**src/rtl/jet_feature_frame_loader.sv**
```systemverilog
// ---------------------------------------------------------------------------
// jet_feature_frame_loader
//
// Upstream stage of the jet-tagging batchnorm/MLP core. Collects INPUT_SIZE
// feature words from a valid/ready stream into a fill buffer. It hands each
// complete frame to the core as a parallel array and then waits for the
// core's done edge. The buffer is double-buffered: the next frame fills while
// the core computes.
//
// Ports:
//   clk          system clock, rising edge
//   reset        asynchronous active-low reset
//   s_valid      feature word valid
//   s_ready      loader can accept a word (registered, ~fill_full)
//   s_data       signed Q(WIDTH-NFRAC).NFRAC feature word, passed through
//   s_last       final feature of a frame
//   core_start   one-cycle start pulse to the core (core input_ready)
//   core_done    core output_ready level; its rising edge ends RUN
//   frame_data   INPUT_SIZE x WIDTH frame presented to the core
//   busy         high while in START or RUN
//   frame_error  one-cycle pulse when a malformed frame is dropped
//
// Optional feature (macro LOADER_STATS_EN):
//   frames_issued   saturating count of core_start pulses
//   frames_dropped  saturating count of frame_error pulses
// ---------------------------------------------------------------------------
module jet_feature_frame_loader #(
  parameter int WIDTH      = 16,
  parameter int NFRAC      = 10,
  parameter int INPUT_SIZE = 16
) (
  input  logic                    clk,
  input  logic                    reset,
  input  logic                    s_valid,
  output logic                    s_ready,
  input  logic signed [WIDTH-1:0] s_data,
  input  logic                    s_last,
  output logic                    core_start,
  input  logic                    core_done,
  output logic signed [WIDTH-1:0] frame_data [INPUT_SIZE],
  output logic                    busy,
  output logic                    frame_error
`ifdef LOADER_STATS_EN
  ,
  output logic [31:0]             frames_issued,
  output logic [15:0]             frames_dropped
`endif
);

  localparam int IDX_W = (INPUT_SIZE > 1) ? $clog2(INPUT_SIZE) : 1;
  localparam logic [IDX_W-1:0] LAST_IDX = IDX_W'(INPUT_SIZE - 1);

  // The fixed-point format is only carried through; reject nonsense formats.
  if (NFRAC < 0 || NFRAC >= WIDTH) begin : g_bad_nfrac
    $error("jet_feature_frame_loader: NFRAC must lie in [0, WIDTH-1]");
  end

  typedef enum logic [1:0] {
    ST_IDLE,
    ST_START,
    ST_RUN
  } state_e;

  state_e                  r_state;
  logic [IDX_W-1:0]        r_idx;
  logic                    r_fill_full;
  logic                    r_done_q;
  logic signed [WIDTH-1:0] r_fill_buf [INPUT_SIZE];

  logic w_accept;
  logic w_at_last;
  logic w_done_rise;

  assign s_ready     = ~r_fill_full;
  assign w_accept    = s_valid & ~r_fill_full;
  assign w_at_last   = (r_idx == LAST_IDX);
  assign w_done_rise = core_done & ~r_done_q;

  // NOTE: the fill buffer is deliberately not reset; a word is only consumed
  // after a full frame has overwritten every entry, and r_idx returning to 0
  // on reset already discards any partial fill.
  always_ff @(posedge clk) begin
    if (w_accept) r_fill_buf[r_idx] <= s_data;
  end

  // Fill control and core-side FSM share one block so r_fill_full has a
  // single driver: fill sets it only while it is 0, IDLE clears it only
  // while it is 1, so the two never collide.
  // NOTE: every state update uses <= so all reads in this block see the
  // pre-edge values, independent of statement order.
  always_ff @(posedge clk or negedge reset) begin
    if (!reset) begin
      r_state     <= ST_IDLE;
      r_idx       <= '0;
      r_fill_full <= 1'b0;
      r_done_q    <= 1'b0;
      core_start  <= 1'b0;
      busy        <= 1'b0;
      frame_error <= 1'b0;
      for (int i = 0; i < INPUT_SIZE; i++) frame_data[i] <= '0;
    end else begin
      r_done_q    <= core_done;
      frame_error <= 1'b0;

      if (w_accept) begin
        if (s_last && w_at_last) begin
          r_fill_full <= 1'b1;
          r_idx       <= '0;
        end else if (s_last || w_at_last) begin
          // Early s_last or missing s_last: drop the whole frame.
          r_idx       <= '0;
          frame_error <= 1'b1;
        end else begin
          r_idx <= r_idx + IDX_W'(1);
        end
      end

      case (r_state)
        ST_IDLE: begin
          if (r_fill_full) begin
            frame_data  <= r_fill_buf;
            r_fill_full <= 1'b0;
            core_start  <= 1'b1;
            busy        <= 1'b1;
            r_state     <= ST_START;
          end
        end
        ST_START: begin
          core_start <= 1'b0;
          r_state    <= ST_RUN;
        end
        ST_RUN: begin
          // Edge, not level: a done still high from the previous frame must
          // be seen low before it can end this run.
          if (w_done_rise) begin
            busy    <= 1'b0;
            r_state <= ST_IDLE;
          end
        end
        default: r_state <= ST_IDLE;
      endcase
    end
  end

`ifdef LOADER_STATS_EN
  always_ff @(posedge clk or negedge reset) begin
    if (!reset) begin
      frames_issued  <= '0;
      frames_dropped <= '0;
    end else begin
      if (core_start && (frames_issued != '1))
        frames_issued <= frames_issued + 32'd1;
      if (frame_error && (frames_dropped != '1))
        frames_dropped <= frames_dropped + 16'd1;
    end
  end
`endif

endmodule

```
**config.mk**
```make
export PLATFORM = sky130hd
export DESIGN_NAME = jet_feature_frame_loader
export DESIGN_NICKNAME = d
export VERILOG_FILES = /design/src/rtl/jet_feature_frame_loader.sv
export SDC_FILE = /design/constraint.sdc
export NUM_CORES = 1
export LEC_CHECK = 0
export ABC_AREA = 0
export CAP_MARGIN = 15
export CORE_ASPECT_RATIO = 0.75
export CORE_UTILIZATION = 55
export CTS_CLUSTER_SIZE = 16
export DETAILED_ROUTE_END_ITERATION = 10
export PLACE_DENSITY_LB_ADDON = 0.15
export SKIP_LAST_GASP = 1
export SYNTH_ARGS = -nofsm -noshare
export SYNTH_HDL_FRONTEND = slang
export SYNTH_SLANG_ARGS = --single-unit
```
**constraint.sdc**
```tcl
create_clock -name clk -period 5.8 [get_ports clk]
set_clock_uncertainty 0.1 [all_clocks]
set_input_delay 1.16 -clock clk [delete_from_list [all_inputs] [get_ports clk]]
set_output_delay 1.16 -clock clk [all_outputs]
set_load 0.02 [all_outputs]
```
[After elaboration in Yosys (flattened, before gate mapping)]
Cells that the tools add are included.
Word-level totals
  logic and storage cells: 81
  flip-flop bits (word level): 523
  output and inout port bits: 260
Operators by class
  add/sub/neg operators: 1
  multiplexer cells: 19
  reductions and logical operators: 10
  bitwise gates (word level): 5
  order comparisons: 2
  equality and inequality tests: 5
Operators by type and width (count)
  $bwmux 256: 1
  $demux 16 s4: 1
  $mux 16: 1
  $mux 1: 9
  $mux 4: 2
  $pmux 2 s3: 1
  $reduce_and 2->1: 3
  $ge 5x5->1 const B: 1
  $lt 5x1->1 const B: 1
  $not 4->5: 1
  $add 4x1->4 const B: 1
  $eq 4x4->1 const B: 1
  $mux 2: 2
  $ne 2x2->1 const B: 2
  $pmux 1 s2: 2
  $reduce_bool 2->1: 2
  $reduce_and 3->1: 1
  $and 1x1->1: 2
  $eq 2x1->1 const B: 1
  $eq 2x2->1 const B: 1
  $logic_and 1x1->1: 2
  $logic_not 2->1: 1
  $not 1->1: 2
  $logic_or 1x1->1: 1

[Depth between registers and ports, before layout]
  depth in word-level cells: 6
  depth in mapped cells: 7
  mapped depth without buffers: 7

[Worst setup path before layout]
OpenSTA, ideal clock, no wires.
  kind: input to register
  from: input port s_valid
  to: register r_fill_buf[208] (netlist bit) (enable)
  stages on the path: 3
  slack: 2.550 ns
  path buffers: 0
  arrival time: 2.741 ns
  setup time: 0.409 ns
  path through: nor2b_1 nand2_1 nor3_1
Between the ends
  cells in the longest elaborated chain, start to end: 1
RTL lines
  from (decl): RTL line 34  | input logic s_valid,
  $and 1x1->1: RTL line 75  | assign w_accept = s_valid & ~r_fill_full;
  to (signal, indexed assignment): RTL line 83  | if (w_accept) r_fill_buf[r_idx] <= s_data;
  to (decl): RTL line 68  | logic signed [WIDTH-1:0] r_fill_buf [INPUT_SIZE];
No other way between the ends.
A chain may end at the register's enable or synchronous reset.

[Worst setup path after layout]
  from: register r_fill_full
  to: output port s_ready
Between the ends
  cells in the longest elaborated chain, start to end: 1
RTL lines
  from (decl): RTL line 66  | logic r_fill_full;
  from (signal assigned): RTL line 95  | r_fill_full <= 1'b0;
  from (signal assigned): RTL line 107  | r_fill_full <= 1'b1;
  from (signal assigned): RTL line 122  | r_fill_full <= 1'b0;
  $not 1->1: RTL line 74  | assign s_ready = ~r_fill_full;
  to (decl): RTL line 35  | output logic s_ready,
No other way between the ends.

==> impl_metrics.csv <==
group,metric,value,unit
finish,layout_common_cells,"clkdlybuf4s50_1, dfrtp_1, mux2_2, edfxtp_1, clkbuf_16",
routing,wl,39260,microns
pwr,leakagePower,9.388,nW
floorplanning,die_h,157.9,microns
critical_path,r2r-start,"r_fill_full",
cts,tritoncts,"done",
sta,setup_violations,0,
critical_path,critPathKind,"reg -> out",
cts,clk_latency,0.55,ns
cts,clkTransAtPathRegs,0.06,ns
global_route,overflow,0,
critical_path,slowest_stage,"clkdlybuf4s50_1",
synth,syn_area,17830,sq um
sta,hold_viol,0,
cts,cts_setup_buffers,0,
synth,synth_edf_count,256,
cts,cts_made_buffers,48,
sta,drv_slew,0,
cts,cts_buffer_depth,3,
cts,hold_buffers,0,
floorplanning,die_w,209.9,microns
cts,root_buffer,"clkbuf_16",
global_route,antenna_found_initial,5,
place,dp_slack,2.252,ns
place,place_hpwl,23630,microns
floorplanning,dieArea,33140,sq um
routing,viasPerCell,5.367,
floorplanning,start_util,56.41,%
place,port_buffers,280,
run,drv_cap,0,
finish,final_common_cell,"clkdlybuf4s50_1",
critical_path,endpoint,"s_ready",
synth,syn-mean-instance-area,20.42,sq um
pwr,power_density,321.0,nW/um^2
finish,drive_gt1_share,28.17,%
floorplanning,io_pins,281,
global_route,grt_start_max_net_pins,136,
sta,period_share,52.00,%
outcome,status,"complete, no violations",
synth,synthCells,873,
synth,synth.distinct_cells,25,
routing,wl_per_cell,23.55,microns
synth,yosysWarnings,0,
pwr,ir_drop,0.0002483,V
routing,first_pass_iters,5,
critical_path,cp.required,4.54,ns
synth,async_flop_share,51.05,%
cts,htree_levels,2,
floorplanning,coreArea,31600,sq um
critical_path,r2r_end,"frame_data[243]",
cts,ctsResizeCount,0,
critical_path,crit_fanout,6,
sta,fmax,331.5,MHz
routing,route.detailed.drc,0,
finish,final_nets,1221,
synth,ys_ff_latch,523,
sta,post-route-min-period,3.016,ns
sta,rsz0062_at_grt,"false",
sta,slew_headroom,17.08,%
critical_path,critical-path-max-stage-delay,0.62,ns
finish,fin_area,22700,sq um
critical_path,end_kind,"output port",
place,gp_congestion,0.7947,
floorplanning,core.rowCount,56,
global_route,grt_util_all_layers,24.32,%
place,dp.cells,1577,
critical_path,cp.arrival,1.76,ns
critical_path,start_kind,"flop",
place,dpl_cell_area,21190,sq um
critical_path,crit_path_cell_trace,"inv_1 -> clkdlybuf4s50_1",
finish,area_delta_synth_final,27.32,%
synth,synth-seq-area-share,80.61,%
finish,fin_cells,1667,
critical_path,r2r_slack,3.25,ns
cts,clock_sinks,523,
synth,synth_ff_type,"dfrtp_1",
sta,totalNegativeSetupSlack,0,ns
synth,syn_nets,900,
routing,vias,8946,
global_route,grt_pass1_wl,58490,microns
critical_path,startpoint,"r_fill_full",
min_path,hold_path.class,"reg -> reg",
finish,diodes,0,
routing,first_iter_violations,710,
routing,ant_nets,0,
global_route,grt_pass1_vias,9181,
critical_path,worstRegToRegCells,5,
sta,tightest_slew,1.240,ns
sta,setup_slack,2.784,ns
power by group:
| part | internal, mW | switching [mW] |
|---|---|---|
| Clock | 1.70 | 1.28 |
| Combinational | 0.103 | 0.186 |
| Sequential | 3.97 | 0.0367 |
| Total | 5.78 | 1.50 |
per-stage QoR:
| stage | utilization, % | power, mW | hold slack, ns |
|---|---|---|---|
| after floorplan | - | 4.172 | 0.3537 |
| after CTS | 71.73 | 7.346 | 0.3689 |
| after global placement | 66.96 | 4.371 | 0.3559 |
| after global routing | 71.82 | 7.514 | 0.3802 |
| final | 71.82 | 7.285 | 0.3690 |
| after detailed placement | 67.05 | 4.377 | 0.3618 |
metal layers:
metal	track usage, %	part of all wire (%)	vias up
li1	-	-	3865
met1	35.70	46	4735
met2	36.47	46	293
met3	6.824	7.2	53
met4	5.839	1.7	0
met5	0	0	-
cell usage after synthesis (all sizes together) (4+ instances only):
library cell	n	area share [%]
a21oi	5	0.14
buf	28	1.1
dfrtp	267	37
edfxtp	256	43
ha	6	0.42
inv	8	0.17
mux2	256	16
nand2	6	0.13
nand2b	6	0.21
nor2	13	0.27
nor3	5	0.20
o21ai	4	0.11
cells by family (layout without fill, tap and decap cells):
group	after synthesis	count (layout)	share of synthesized area (%)
flip-flops	523	523	80.61
multiplexers	256	256	16.17
buffers and inverters	38	397	1.320
AND/OR/NAND/NOR	37	37	1.060
AO/OA/AOI/OAI	13	13	0.4212
adder cells (fa/ha/maj)	6	6	0.4211
worst max-delay path: cells and delay by family (launching register included):
family | cells | cell delay, ns
buffers and inverters | 2 | 0.77
flip-flops | 1 | 0.45
flip-flops by register name, summed over array words and instances (netlist names):
signal and cells:
r_fill_full 1, r_done_q 1, frame_error 1, r_idx 4, busy 1, core_start 1, r_fill_buf 256, frame_data 256
r_state 2
how the worst min path moves through the flow:
stage	end	slack, ns	depth (start not counted)	start
after detailed placement	frame_data[197]	0.36	1	r_fill_buf[197]
final	frame_data[62]	0.37	1	r_fill_buf[62]
after global routing	frame_data[87]	0.38	1	r_fill_buf[87]
after floorplan	frame_data[100]	0.35	1	r_fill_buf[100]
after global placement	frame_data[189]	0.36	1	r_fill_buf[189]
after CTS	frame_data[193]	0.37	1	r_fill_buf[193]
final cells by class:
cell class,count,area (sq um)
clock buffer,75,1364
clock inverter,13,113.9
fill,1984,8905
inverter,8,30.03
multi-input combinational,312,3249
sequential,523,14370
tap,435,544.3
timing repair buffer,301,3025
Power figures use the tool's default switching activity.
